===== src/rtl/mem_bus_arbiter.sv =====
// Two-requester (IF / EX) arbiter for the shared MAR/memory/MDR path.
// It runs one bus transaction at a time, waits on MFC with a timeout, and arbitrates ties round-robin.
module mem_bus_arbiter #(
  parameter int TIMEOUT = 16,
  parameter int CW      = 5
) (
  input  logic clk,
  input  logic rst,
  input  logic if_req,
  input  logic ex_req,
  input  logic ex_wr,
  input  logic MFC,
  output logic if_gnt,
  output logic ex_gnt,
  output logic addr_sel,
  output logic MAR_EN,
  output logic MDR_EN_write,
  output logic mem_EN,
  output logic mem_RW,
  output logic MDR_EN_read,
  output logic MDR_out,
  output logic if_done,
  output logic ex_done,
  output logic bus_err
);

  typedef enum logic [2:0] {IDLE, GRANT, MEM, CAPTURE, DONE, ERR} state_t;

  typedef struct packed {
    logic if_gnt;
    logic ex_gnt;
    logic addr_sel;
    logic mar_en;
    logic mdr_en_write;
    logic mem_en;
    logic mem_rw;
    logic mdr_en_read;
    logic mdr_out;
    logic if_done;
    logic ex_done;
    logic bus_err;
  } out_t;

  localparam logic [CW-1:0] TIMER_LAST = CW'(TIMEOUT - 1);

  state_t        state_reg, state_next;
  logic          owner_reg, owner_next;          // 1 = EX owns the bus
  logic          wr_reg, wr_next;
  logic          last_owner_reg, last_owner_next;
  logic [CW-1:0] timer_reg, timer_next;
  logic          pick_ex;
  out_t          out_reg;

  // Moore decode; evaluated on next-state values so the outputs leave a register.
  function automatic out_t decode(input state_t st, input logic own, input logic wr);
    out_t o;
    o = '0;
    o.if_gnt = (st != IDLE) && !own;
    o.ex_gnt = (st != IDLE) && own;
    case (st)
      GRANT: begin
        o.mar_en       = 1'b1;
        o.addr_sel     = own;
        o.mdr_en_write = wr;
      end
      MEM: begin
        o.mem_en  = 1'b1;
        o.mem_rw  = !wr;
        o.mdr_out = wr;
      end
      CAPTURE: begin
        o.mem_en      = 1'b1;
        o.mem_rw      = 1'b1;
        o.mdr_en_read = 1'b1;
      end
      DONE: begin
        o.if_done = !own;
        o.ex_done = own;
        o.mdr_out = !wr;
        o.mem_rw  = !wr;
      end
      ERR: begin
        o.if_done = !own;
        o.ex_done = own;
        o.bus_err = 1'b1;
      end
      default: o = '0;
    endcase
    return o;
  endfunction

  // On a tie, the bus goes to whoever did not own it last.
  assign pick_ex = (if_req && ex_req) ? !last_owner_reg : ex_req;

  always_comb begin
    state_next      = state_reg;
    owner_next      = owner_reg;
    wr_next         = wr_reg;
    last_owner_next = last_owner_reg;
    timer_next      = timer_reg;
    case (state_reg)
      IDLE: begin
        if (if_req || ex_req) begin
          owner_next = pick_ex;
          wr_next    = pick_ex & ex_wr;
          state_next = GRANT;
        end
      end
      GRANT: begin
        timer_next = '0;
        state_next = MEM;
      end
      MEM: begin
        if (MFC) begin
          state_next = wr_reg ? DONE : CAPTURE;
        end else if (timer_reg == TIMER_LAST) begin
          state_next = ERR;
        end else begin
          timer_next = timer_reg + 1'b1;
        end
      end
      CAPTURE: state_next = DONE;
      DONE, ERR: begin
        last_owner_next = owner_reg;
        state_next      = IDLE;
      end
      default: state_next = IDLE;
    endcase
  end

  always_ff @(posedge clk) begin
    if (rst) begin
      state_reg      <= IDLE;
      owner_reg      <= 1'b0;
      wr_reg         <= 1'b0;
      last_owner_reg <= 1'b1;
      timer_reg      <= '0;
      out_reg        <= '0;
    end else begin
      state_reg      <= state_next;
      owner_reg      <= owner_next;
      wr_reg         <= wr_next;
      last_owner_reg <= last_owner_next;
      timer_reg      <= timer_next;
      out_reg        <= decode(state_next, owner_next, wr_next);
    end
  end

  assign if_gnt       = out_reg.if_gnt;
  assign ex_gnt       = out_reg.ex_gnt;
  assign addr_sel     = out_reg.addr_sel;
  assign MAR_EN       = out_reg.mar_en;
  assign MDR_EN_write = out_reg.mdr_en_write;
  assign mem_EN       = out_reg.mem_en;
  assign mem_RW       = out_reg.mem_rw;
  assign MDR_EN_read  = out_reg.mdr_en_read;
  assign MDR_out      = out_reg.mdr_out;
  assign if_done      = out_reg.if_done;
  assign ex_done      = out_reg.ex_done;
  assign bus_err      = out_reg.bus_err;

endmodule


===== config.mk =====
export PLATFORM = sky130hd
export DESIGN_NAME = mem_bus_arbiter
export DESIGN_NICKNAME = d
export VERILOG_FILES = /design/src/rtl/mem_bus_arbiter.sv
export SDC_FILE = /design/constraint.sdc
export NUM_CORES = 1
export LEC_CHECK = 0
export ABC_AREA = 1
export CORE_MARGIN = 2
export CORE_UTILIZATION = 40
export CTS_BUF_LIST = sky130_fd_sc_hd__clkbuf_8
export DETAILED_ROUTE_END_ITERATION = 10
export SLEW_MARGIN = 20
export SYNTH_ARGS = -nofsm -noshare
export SYNTH_HDL_FRONTEND = slang
export SYNTH_SLANG_ARGS = --single-unit

===== constraint.sdc =====
create_clock -name clk -period 4.3 [get_ports clk]
set_input_delay 0.645 -clock clk [delete_from_list [all_inputs] [get_ports clk]]
set_output_delay 0.645 -clock clk [all_outputs]
set_load 0.01 [all_outputs]

# Yosys cells after proc, flatten, opt, wreduce, memory -nomap -nowiden
# Index checks and enable logic that the tools add are counted.
# word_totals
regBits,23
out_inout_bits,12
elab_cells,73
# classes
addsub,1
eq_ne,13
muxes,19
bitwise_logic,4
reduce_logical,19
# op_table
operator,n
$reduce_or 2->1,7
$eq 3x2->1 const B,4
$eq 3x3->1 const B,4
$mux 3,4
$pmux 3 s4,1
$mux 5,2
$pmux 5 s2,1
$mux 1,8
$eq 3x1->1 const B,2
$add 5x1->5 const B,1
$eq 5x4->1 const B,1
$reduce_or 5->1,1
$ne 2x2->1 const B,2
$pmux 1 s2,2
$logic_and 1x1->1,3
$logic_not 1->1,3
$logic_not 3->1,1
$not 1->1,3
$reduce_and 3->1,1
$reduce_bool 3->1,1
$mux 2,1
$reduce_bool 2->1,1
$and 1x1->1,1
$logic_or 1x1->1,1

# Logic depth before layout (Yosys ltp)
# Gate-level depths: netlist of run 1.
# depth
word_depth,8
ltp_mapped,12
ltp_nobuf,12

# Worst setup path before layout of run 1
# No wires, ideal clock.
# synth_timing
path_type,reg2reg
startpoint,register timer_reg[0]
endpoint,register out_reg (netlist bit if_gnt)
setup_time_ps,78
arrival_time_ps,1635
required_ps,4222
path_slack_ps,2587
stages_incl_launch_ff,13
path_buffers,0
synth_period_minus_slack_ps,1713
path_cell_list,dfxtp_1 ha_1 nand2_1 nor2_1 ha_1 nand2_1 nand3_1 nand2_2 inv_1 ha_1 nand2_1 nand2_1 nor3_1
# synth_between
elab_chain_cells,8
word_cells_on_any_way,14
cone_classes,eq/ne: 6; mux: 3; bitwise: 1; reduce/logical: 4
# synth_lines
item,line,source
start: declaration,50,"logic [CW-1:0] timer_reg, timer_next;"
start signal: assignment,144,timer_reg <= timer_next;
$eq 5x4->1 (*),116,end else if (timer_reg == TIMER_LAST) begin
$mux 3 (*),116,
$mux 3 (*),114,if (MFC) begin
$pmux 3 s4 (*),101,case (state_reg)
net state_next[1],46,"state_t state_reg, state_next;"
"$eq 3x3->1, or another cell as far along",60,case (st)
$reduce_or 5->1 (no source line),--,
$not 1->1 (no source line),--,
$reduce_or 2->1 (no source line),--,
end signal: assignment,145,"out_reg <= decode(state_next, owner_next, wr_next);"
end: declaration,52,out_t out_reg;
# The timed path passes the listed nets; every way through them passes the cells marked *.
# A chain may end at the register's enable or synchronous reset.

# Final worst setup path of run 1
# layout_timing
startpoint,input port MFC
endpoint,register out_reg (netlist bit ex_gnt)
# layout_between
elab_chain_cells,6
word_cells_on_any_way,12
cone_classes,eq/ne: 5; mux: 2; bitwise: 1; reduce/logical: 4
# layout_lines
item,line,source
start: declaration,12,"input logic MFC,"
$mux 3 (*),114,
$pmux 3 s4 (*),101,
net state_next[1],46,
"$eq 3x3->1, or another cell as far along",60,
$reduce_or 5->1 (no source line),--,
$not 1->1 (no source line),--,
$reduce_or 2->1 (no source line),--,
# Marked as above.

==> summary.md, run 1 <==
| Metric | Value |
|---|---|
| # setup viols final | 0 |
| Residual DRC | 0 |
| Fill count | 233 |
| Worst min-delay path class | flop to flop |
| Setup slack after layout | 2250 ps |
| Fmax | 487 MHz |
| CTS HTree Levels | 1 |
| Final-report hold violation count | 0 |
| Vias per std cell | 4.75 |
| Sequential Area | 460 µm² |
| CTS Sinks | 23 |
| CTS Hold Buffers Added | 0 |
| GPL Wtd Cong | 0.840 |
| Initial antenna violation count | 0 |
| Period utilization | 0.478 |
| Clock Tree Root | clkbuf_8 |
| Initial Utilization | 0.432 |
| Chip Height | 53.3 µm |
| Max VDD drop | 0.237 mV |
| Clock slew at reported path FFs | 90 ps |
| CTS Buf Count | 3 |
| Max reg flops | 5 |
| CTS tree | done |
| Power per Cell Area | 407 nW/µm² |
| Clock share of power | 0.269 |
| Synth warn | 0 |
| Vias in the first global route | 845 |
| Setup bufs post-CTS | 0 |
| Sequential share of power | 0.488 |
| Post-DRT Antenna Nets | 0 |
| Status | finished, final reports clean |
| WL/cell | 11.3 µm |
| GRT overflow | 0 |
| Metal2 WL | 1.01 mm |
| Final nets | 164 |
| Gr usage total | 0.169 |
| DR vias | 859 |
| Drt pass-1 iters | 4 |
| Initial drt markers | 14 |
| Die area | 2840 µm² |
| Clk_lat worst skew | 270 ps |
| First-pass GRT wire length | 3.39 mm |
| Site row count | 17 |
| DR top layer | met4 |
| Layout area overhead | 25.4% |
| RSZ-0062 raised after global routing | no |
| Syn_nets | 143 |
| Switch share | 0.308 |
| Post-Route WL | 2.04 mm |
| Leak Pwr | 0.543 nW |
| Post-Route Setup TNS | 0 ps |
| Least-Margin Pin Slew | 488 ps |
| Worst path arrival time | 2240 ps |
| Kind of critical path | input pin to flop |
| CP max FO | 4 |
| Clock tree buffer depth | 2 |
| Max-cap violations | 0 |
| Worst slack, placed | 1980 ps |
| Max-slew violations | 0 |
| Io pins | 18 |
| Clock Skews | 9.93 ps |
| Netlist Area Pre-Place | 973 µm² |
| Multi-input gate area | 433 µm² |
| Tmin final | 2050 ps |
| Die width | 53.3 µm |
| Sequential area share after synthesis | 0.473 |
| Critical Path Source Type | input pin |
| DRT met1 WL | 929 µm |
| Diode count | 0 |
| #FFs+latches synth | 23 |
| Core area | 2250 µm² |
| NetSw | 0.000153 W |
| P_int | 0.000344 W |
| Worst EP required | 4480 ps |
| Met3 wire len | 68 µm |
| PortBufs | 17 |
| Avg Inst Size Synth | 7.32 µm² |
| Post-CTS sizing | 0 |
| Detailed placement HPWL | 1.57 mm |
| Rel. slew slack | 0.673 |
| Logic pwr share | 0.243 |
| Largest net degree at the start of global routing | 14 |
| CP Capture Type | flop |
| Yosys cell types | 18 |
| Share of layout cells above drive strength 1 | 0.111 |
| Post-Syn Instances | 133 |
[stage by stage]
step                std cells  cell area (µm²)  utilization  total power [W]  hold WS (ps)
CTS                       181             1220        0.542         0.000503           478
finish                    181             1220        0.542         0.000497           477
detailed placement        177             1170        0.521         0.000369           465
global placement          177             1170        0.521         0.000369           447
floorplan                 133              973            -         0.000325           436
global route              181             1220        0.542         0.000529           511
[power by group through the flow]
stage	logic, W	registers (W)	clock network [W]
after floorplan	0.0000742	0.000251	0
after global placement	0.000121	0.000247	0
after detailed placement	0.000122	0.000247	0
after CTS	0.000123	0.000243	0.000138
after global routing	0.000138	0.000245	0.000146
final	0.000121	0.000243	0.000134
[worst paths after layout]
kind | slack (ps) | from | endpoint | cells past startpoint
worst max-delay path | 2250 | MFC | ex_gnt | 11
worst min register to register | 480 | timer_reg[4] | timer_reg[4] | 2
worst max register to register | 2330 | timer_reg[0] | ex_gnt | 12
worst min-delay path | 480 | timer_reg[4] | timer_reg[4] | 2
[cell usage in the layout, fill, tap and decap left out]
cell and count:
clkinv_2 2, o21ai_1 2, clkdlybuf4s50_1 17, o21ai_0 2, nor2_2 3, nor2_1 21
nand2_2 4, inv_2 3, nor3_1 6, nand3_1 9, inv_1 16, nand4_1 1
clkbuf_8 3, dfxtp_1 23, nor3b_2 1, nand2_1 28, a21oi_1 7, ha_1 4
or2_2 1
[cells in the mapped netlist, drive strengths merged]
master	n	area, µm²
nand2	32	130
nor2	24	97.6
dfxtp	23	460
inv	19	71.3
nand3	9	45.0
a21oi	7	35.0
nor3	6	30.0
ha	4	50.1
o21ai	4	20.0
clkbuf	1	3.75
clkinv	1	5.00
nand4	1	6.26
nor3b	1	12.5
or2	1	6.26
[critical path, cell delays in order]
cell and delay, ps:
clkdlybuf4s50_1 440, nand2_1 150, inv_1 60, nor2_2 90, nand3_1 80, nand2_2 80, inv_1 70, ha_1 280
nand2_1 60, nand2_1 60, nor3_1 190
[logic make-up (layout without fill, tap and decap cells)]
group,Yosys count,in the layout,synth area share
AOI/OAI and AO/OA,11,11,0.0566
adders and majority gates,4,4,0.0514
buffers and inverters,21,41,0.0823
DFF,23,23,0.473
and+or+nand+nor,74,74,0.337
[final cells by class]
type / instances / share of cell area
Sequential cell: 23 / 0.377
Multi-Input combinational cell: 89 / 0.355
Timing Repair Buffer: 17 / 0.139
Inverter: 20 / 0.0625
Clock buffer: 3 / 0.0338
Tap cell: 28 / 0.0287
Clock inverter: 1 / 0.00410
[metal layers]
metal  vias to the layer above  track usage
met4                         0       0.0940
met5                         -            0
li1                        453            -
met1                       385        0.191
met2                        17        0.290
met3                         4       0.0367
Power figures use the tool's default switching activity.
==> run 2: changes to the inputs <==
- clock period: 4.3 -> 2.15 ns (I/O delays scaled with it)
==> run 2 against run 1 <==
  * First-iteration DRC count fell by 64%
  * Sequential power is 100% higher
  * Clock skew decreased by 6.4 ps
  * Non-clock buffer count up 1
  * Highest routed layer unchanged
==> summary.md, run 2 (synthesis results as in run 1) <==
| Metric | Value |
|---|---|
| Delay-heaviest family, CP | simple AND/OR/NAND/NOR gates (unchanged) |
| RSZ-0062 raised after global routing | no (unchanged) |
| Max reg flops | 5 (unchanged) |
| Die width | 53.3 µm (unchanged) |
| Commonest cells after routing, fill and taps aside | nand2_1, dfxtp_1, nor2_1, clkdlybuf4s50_1, inv_1 (unchanged) |
| CP max FO | 5 (was 4) |
| Clock Tree Root | clkbuf_8 (unchanged) |
| Critical Path Source Type | flop (was input pin) |
| Slowest cell delay on critical path | 340 ps (was 440 ps) |
| CP Capture Type | flop (unchanged) |
| Max VDD drop | 0.398 mV (was 0.237 mV) |
| CTS tree | done (unchanged) |
| WL/cell | 11.2 µm (was 11.3 µm) |
| DR vias | 853 (was 859) |
| Site row count | 17 (unchanged) |
| Clock share of power | 0.264 (was 0.269) |
| Fmax | 514 MHz |
| CTS Hold Buffers Added | 0 (unchanged) |
| Final nets | 165 (was 164) |
| Share of layout cells above drive strength 1 | 0.117 (was 0.111) |
| Fill count | 242 (was 233) |
| CP max stage cell | dfxtp_1 (was clkdlybuf4s50_1) |
| Setup bufs post-CTS | 0 (unchanged) |
| NetSw | 0.000300 W (was 0.000153 W) |
| Clock Skews | 3.55 ps (was 9.93 ps) |
| Vias in the first global route | 872 (was 845) |
| Drt pass-1 iters | 2 (was 4) |
| Diode count | 0 (unchanged) |
| Layout area overhead | 26.2% (was 25.4%) |
| Initial drt markers | 5 (was 14) |
| Most common cell after layout, fill and taps aside | nand2_1 (unchanged) |
| Clock slew at reported path FFs | 80 ps (was 90 ps) |
| CTS HTree Levels | 1 (unchanged) |
| Switch share | 0.304 (was 0.308) |
| Worst EP required | 2340 ps (was 4480 ps) |
| Clock tree buffer depth | 2 (unchanged) |
| Vias per std cell | 4.69 (was 4.75) |
| Initial antenna violation count | 0 (unchanged) |
| First-pass GRT wire length | 3.48 mm (was 3.39 mm) |
| Worst path arrival time | 2130 ps (was 2240 ps) |
| Largest net degree at the start of global routing | 14 (unchanged) |
| Least-Margin Pin Slew | 305 ps (was 488 ps) |
| Post-CTS sizing | 0 (unchanged) |
| Status | finished, final reports clean (unchanged) |
| Critical path cell sequence | ha_1 > nand2_1 > nor2_1 > ha_1 > nand2_1 > nand3_1 > nand2_1 > inv_1 > ha_1 > nand2_1 > nand2_1 > nor3_1 (was clkdlybuf4s50_1 > nand2_1 > inv_1 > nor2_2 > nand3_1 > nand2_2 > inv_1 > ha_1 > nand2_1 > nand2_1 > nor3_1) |
| Most used cell, CP | nand2_1 (unchanged) |
| Leak Pwr | 0.548 nW (was 0.543 nW) |
| P_int | 0.000689 W (was 0.000344 W) |
| Rel. slew slack | 0.795 (was 0.673) |
| # setup viols final | 0 (unchanged) |
| Max-cap violations | 0 (unchanged) |
| Chip Height | 53.3 µm (unchanged) |
| GRT overflow | 0 (unchanged) |
| Worst min-delay path class | flop to flop (unchanged) |
| Initial Utilization | 0.432 (unchanged) |
| Post-Route WL | 2.04 mm (unchanged) |
| CTS Buf Count | 3 (unchanged) |
| PortBufs | 17 (unchanged) |
| Logic pwr share | 0.246 (was 0.243) |
| GPL Wtd Cong | 0.839 (was 0.840) |
| Max-slew violations | 0 (unchanged) |
| Sequential share of power | 0.490 (was 0.488) |
| Post-Route Setup TNS | 0 ps (unchanged) |
| Detailed placement HPWL | 1.59 mm (was 1.57 mm) |
| Die area | 2840 µm² (unchanged) |
| Gr usage total | 0.169 (about the same) |
| CTS Sinks | 23 (unchanged) |
| Core area | 2250 µm² (unchanged) |
| Io pins | 18 (unchanged) |
| Power per Cell Area | 805 nW/µm² (was 407 nW/µm²) |
| Clk_lat worst skew | 260 ps (was 270 ps) |
| Sum of buffers and inverters on the critical path | 1 (was 3) |
| Period utilization | 0.905 |
| Post-route insts no fill | 182 (was 181) |
| Kind of critical path | flop to flop (was input pin to flop) |
| Final-report hold violation count | 0 (unchanged) |
| Post-DRT Antenna Nets | 0 (unchanged) |
| Residual DRC | 0 (unchanged) |
| Cells after DPL | 178 (was 177) |
| Tmin final | 1950 ps |
==> run 2: cell types whose count changed in the layout (fill, tap and decap cells not counted) <==
| cell | previous run | this run |
|---|---|---|
| buf_4 | 0 | 1 |
==> run 2: path summary, 6_finish.rpt <==
kind | from | end | slack [ps] | cells after the start
worst min register to register | timer_reg[4] | timer_reg[4] | 480 | 2
worst max-delay path | timer_reg[0] | if_gnt | 200 | 12
worst min-delay path | timer_reg[4] | timer_reg[4] | 480 | 2
worst max register to register | timer_reg[0] | if_gnt | 200 | 12
==> run 2: cell type report <==
type,instances,area (µm²),share of cell area
timing repair buffer,18,178,0.145
inverter,20,76.3,0.0621
tap,28,35.0,0.0285
multi-input combinational,89,433,0.352
sequential,23,460,0.375
clock buffer,3,41.3,0.0336
clock inverter,1,5.00,0.00407
==> run 2: tightest hold or removal path, stage by stage, from the launching register on <==
cell	delay, ps
dfxtp_1	300
inv_1	70
a21oi_1	60
==> run 2: power groups by stage <==
stage | Clock, W | Sequential [W] | Combinational (W)
global placement | 0 | 0.000495 | 0.000243
detailed placement | 0 | 0.000495 | 0.000245
CTS | 0.000271 | 0.000485 | 0.000247
global route | 0.000291 | 0.000490 | 0.000279
finish | 0.000261 | 0.000485 | 0.000243
floorplan | 0 | 0.000501 | 0.000148
==> run 2: metrics by stage <==
stage | power [W] | worst slack (ps) | util | hold WS [ps] | cell area, µm²
after detailed placement | 0.000741 | 171 | 0.524 | 466 | 1180
after floorplan | 0.000650 | 437 | - | 400 | 973
final | 0.000990 | 204 | 0.545 | 479 | 1230
after CTS | 0.00100 | 186 | 0.545 | 477 | 1230
after global placement | 0.000738 | 238 | 0.524 | 445 | 1180
after global routing | 0.00106 | 3.53 | 0.545 | 520 | 1230
==> run 2: layer usage <==
layer	wire (µm)	global-route usage	up-vias
li1	-	-	458
met1	985	0.192	381
met2	983	0.294	12
met3	59	0.0395	2
met4	9	0.0812	0
met5	0	0	-
==> patch: new RTL, flow settings as in run 2 <==
Re-encode `state_t` (6 states) as one-hot, 6 bits wide.
--- a/src/rtl/mem_bus_arbiter.sv
+++ b/src/rtl/mem_bus_arbiter.sv
@@ -24,7 +24,7 @@
   output logic bus_err
 );
 
-  typedef enum logic [2:0] {IDLE, GRANT, MEM, CAPTURE, DONE, ERR} state_t;
+  typedef enum logic [5:0] {IDLE = 6'b000001, GRANT = 6'b000010, MEM = 6'b000100, CAPTURE = 6'b001000, DONE = 6'b010000, ERR = 6'b100000} state_t;
 
   typedef struct packed {
     logic if_gnt;
Check against the original RTL: same outputs for any inputs over 10 cycles, from zero or initial values and one cycle with rst high; not proved beyond that.
==> patch against run 2 <==
Final area up 19%. Synthesized area up 21%. Sequential cell count up 3. Power up 13%. Routed wire length up 14%. Highest routed layer unchanged. Clock skew down 1.2 ps. Critical path type unchanged. Sequential power up 7.8%. Worst setup slack better by 160 ps.
==> patch: results (changes against run 2) <==
[status]
status = finished clean

[placed_design]
place_inst = 190  ; +6.7%
dp_hpwl_um = 1839  ; +15%
dpl_worst_slack_ps = 382.2  ; +210.7 ps
place_congestion = 0.8248  ; -1.7%

[yosys]
ys_top_cells_by_count = dfxtp_1 (26), nand2_1 (21), nor2_1 (19)
ys_seq_area_share_pct = 44.07  ; -3.2 points
syn_avg_cell_area_um2 = 8.318  ; +14%
syn-num-nets = 150  ; +4.9%
synthDistinctLibCells = 29  ; +11
synth.area.top_cells = dfxtp_1 (44%), nand2_1 (6.7%), nor2_1 (6.0%)

[route]
wl_met2_um = 1169  ; +19%
vias = 955  ; +12%
wl_met3_um = 77  ; +31%
wire_per_inst_um = 11.98  ; +7.0%
drtPass1Iterations = 4  ; +2
wl_met1_um = 1037  ; +5.3%
via_per_inst = 4.923  ; +5.0%

[worst_setup_path]
cp_data_arrival_time_ps = 1950  ; -180 ps
reg2reg_depth = 9  ; -3
crit_fanout = 7  ; +2
r2r-end = timer_reg[4]
r2r_slack_ps = 370  ; +160 ps

[global_routing]
grtUsageTotal_pct = 15.33  ; -1.6 points
met1_usage_pct = 16.87  ; -2.3 points
grt_pass1_wl_um = 3967  ; +14%
grt_max_degree = 16  ; +2
met2_usage_pct = 28.09  ; -1.3 points
met3_usage_pct = 3.956  ; about the same
grt_pass1_vias = 956  ; +9.6%

[cells_and_area]
drive_gt1_share_pct = 17.79  ; +6.1 points
buffers_excl_clock = 18  ; unchanged
largest_register_ffs = 6  ; +1
buf_share_pct = 12.13  ; -2.3 points
multi_input_area_share_pct = 39.71  ; +4.5 points
multi_input_cells = 95  ; +6.7%
fin_nets = 172  ; +4.2%
regArea_um2 = 520.5  ; +13%
clk_share_pct = 4.868  ; +1.1 points

[timing]
hold-worst-slack_ps = 500.9  ; +21.95 ps
period_needed_ps = 1781  ; -164.6 ps
worstMarginPinSlew_ps = 298.9  ; -5.991 ps

[worst_hold_path]
min_to = timer_reg[0]
min_path_cells = 1  ; -1
worstHoldStart = timer_reg[0]

[power_and_ir_drop]
p_leak_nw = 0.6331  ; +16%
power_clock_mw = 0.400  ; +53%
ir_drop_v = 0.0006143  ; +55%
comb-power_mw = 0.196  ; -19%
power.switching_mw = 0.2847  ; -5.2%
combPwrFrac_pct = 17.5  ; -7.1 points

[clocking]
cts.sinks = 26  ; +13%
h-tree-depth = 1  ; unchanged

==> patch: changes by cell type after synthesis, sizes merged, moves of 2 or more <==
cell          run 2  this run
nand3             9        14
dfxtp            23        26
ha                4         2
nand4             1         4
nor2             24        27
nor3              6         4
nand2            32        25
o21ai             4         6
==> patch: cell families (layout without fill, tap and decap cells) <==
family / after synthesis / count (layout) / synth area share, %
buf+inv: 21 / 42 / 6.673
flops: 26 / 26 / 44.07
compound gates: 17 / 17 / 9.111
simple gates: 75 / 75 / 37.29
fa+ha+maj: 2 / 2 / 2.118
xor+xnor: 1 / 1 / 0.7417
==> patch: critical path, delay by kind of cell (launching register included) <==
family	cells	cell delay (ps)
fa+ha+maj	2	410
simple gates	6	770
compound gates	1	160
flops	1	340
==> patch: through the flow <==
stage	cell area [um^2]	util [%]
floorplan	1181	-
global placement	1394	50.11
detailed placement	1394	50.11
CTS	1465	52.68
global route	1465	52.68
finish	1465	52.68
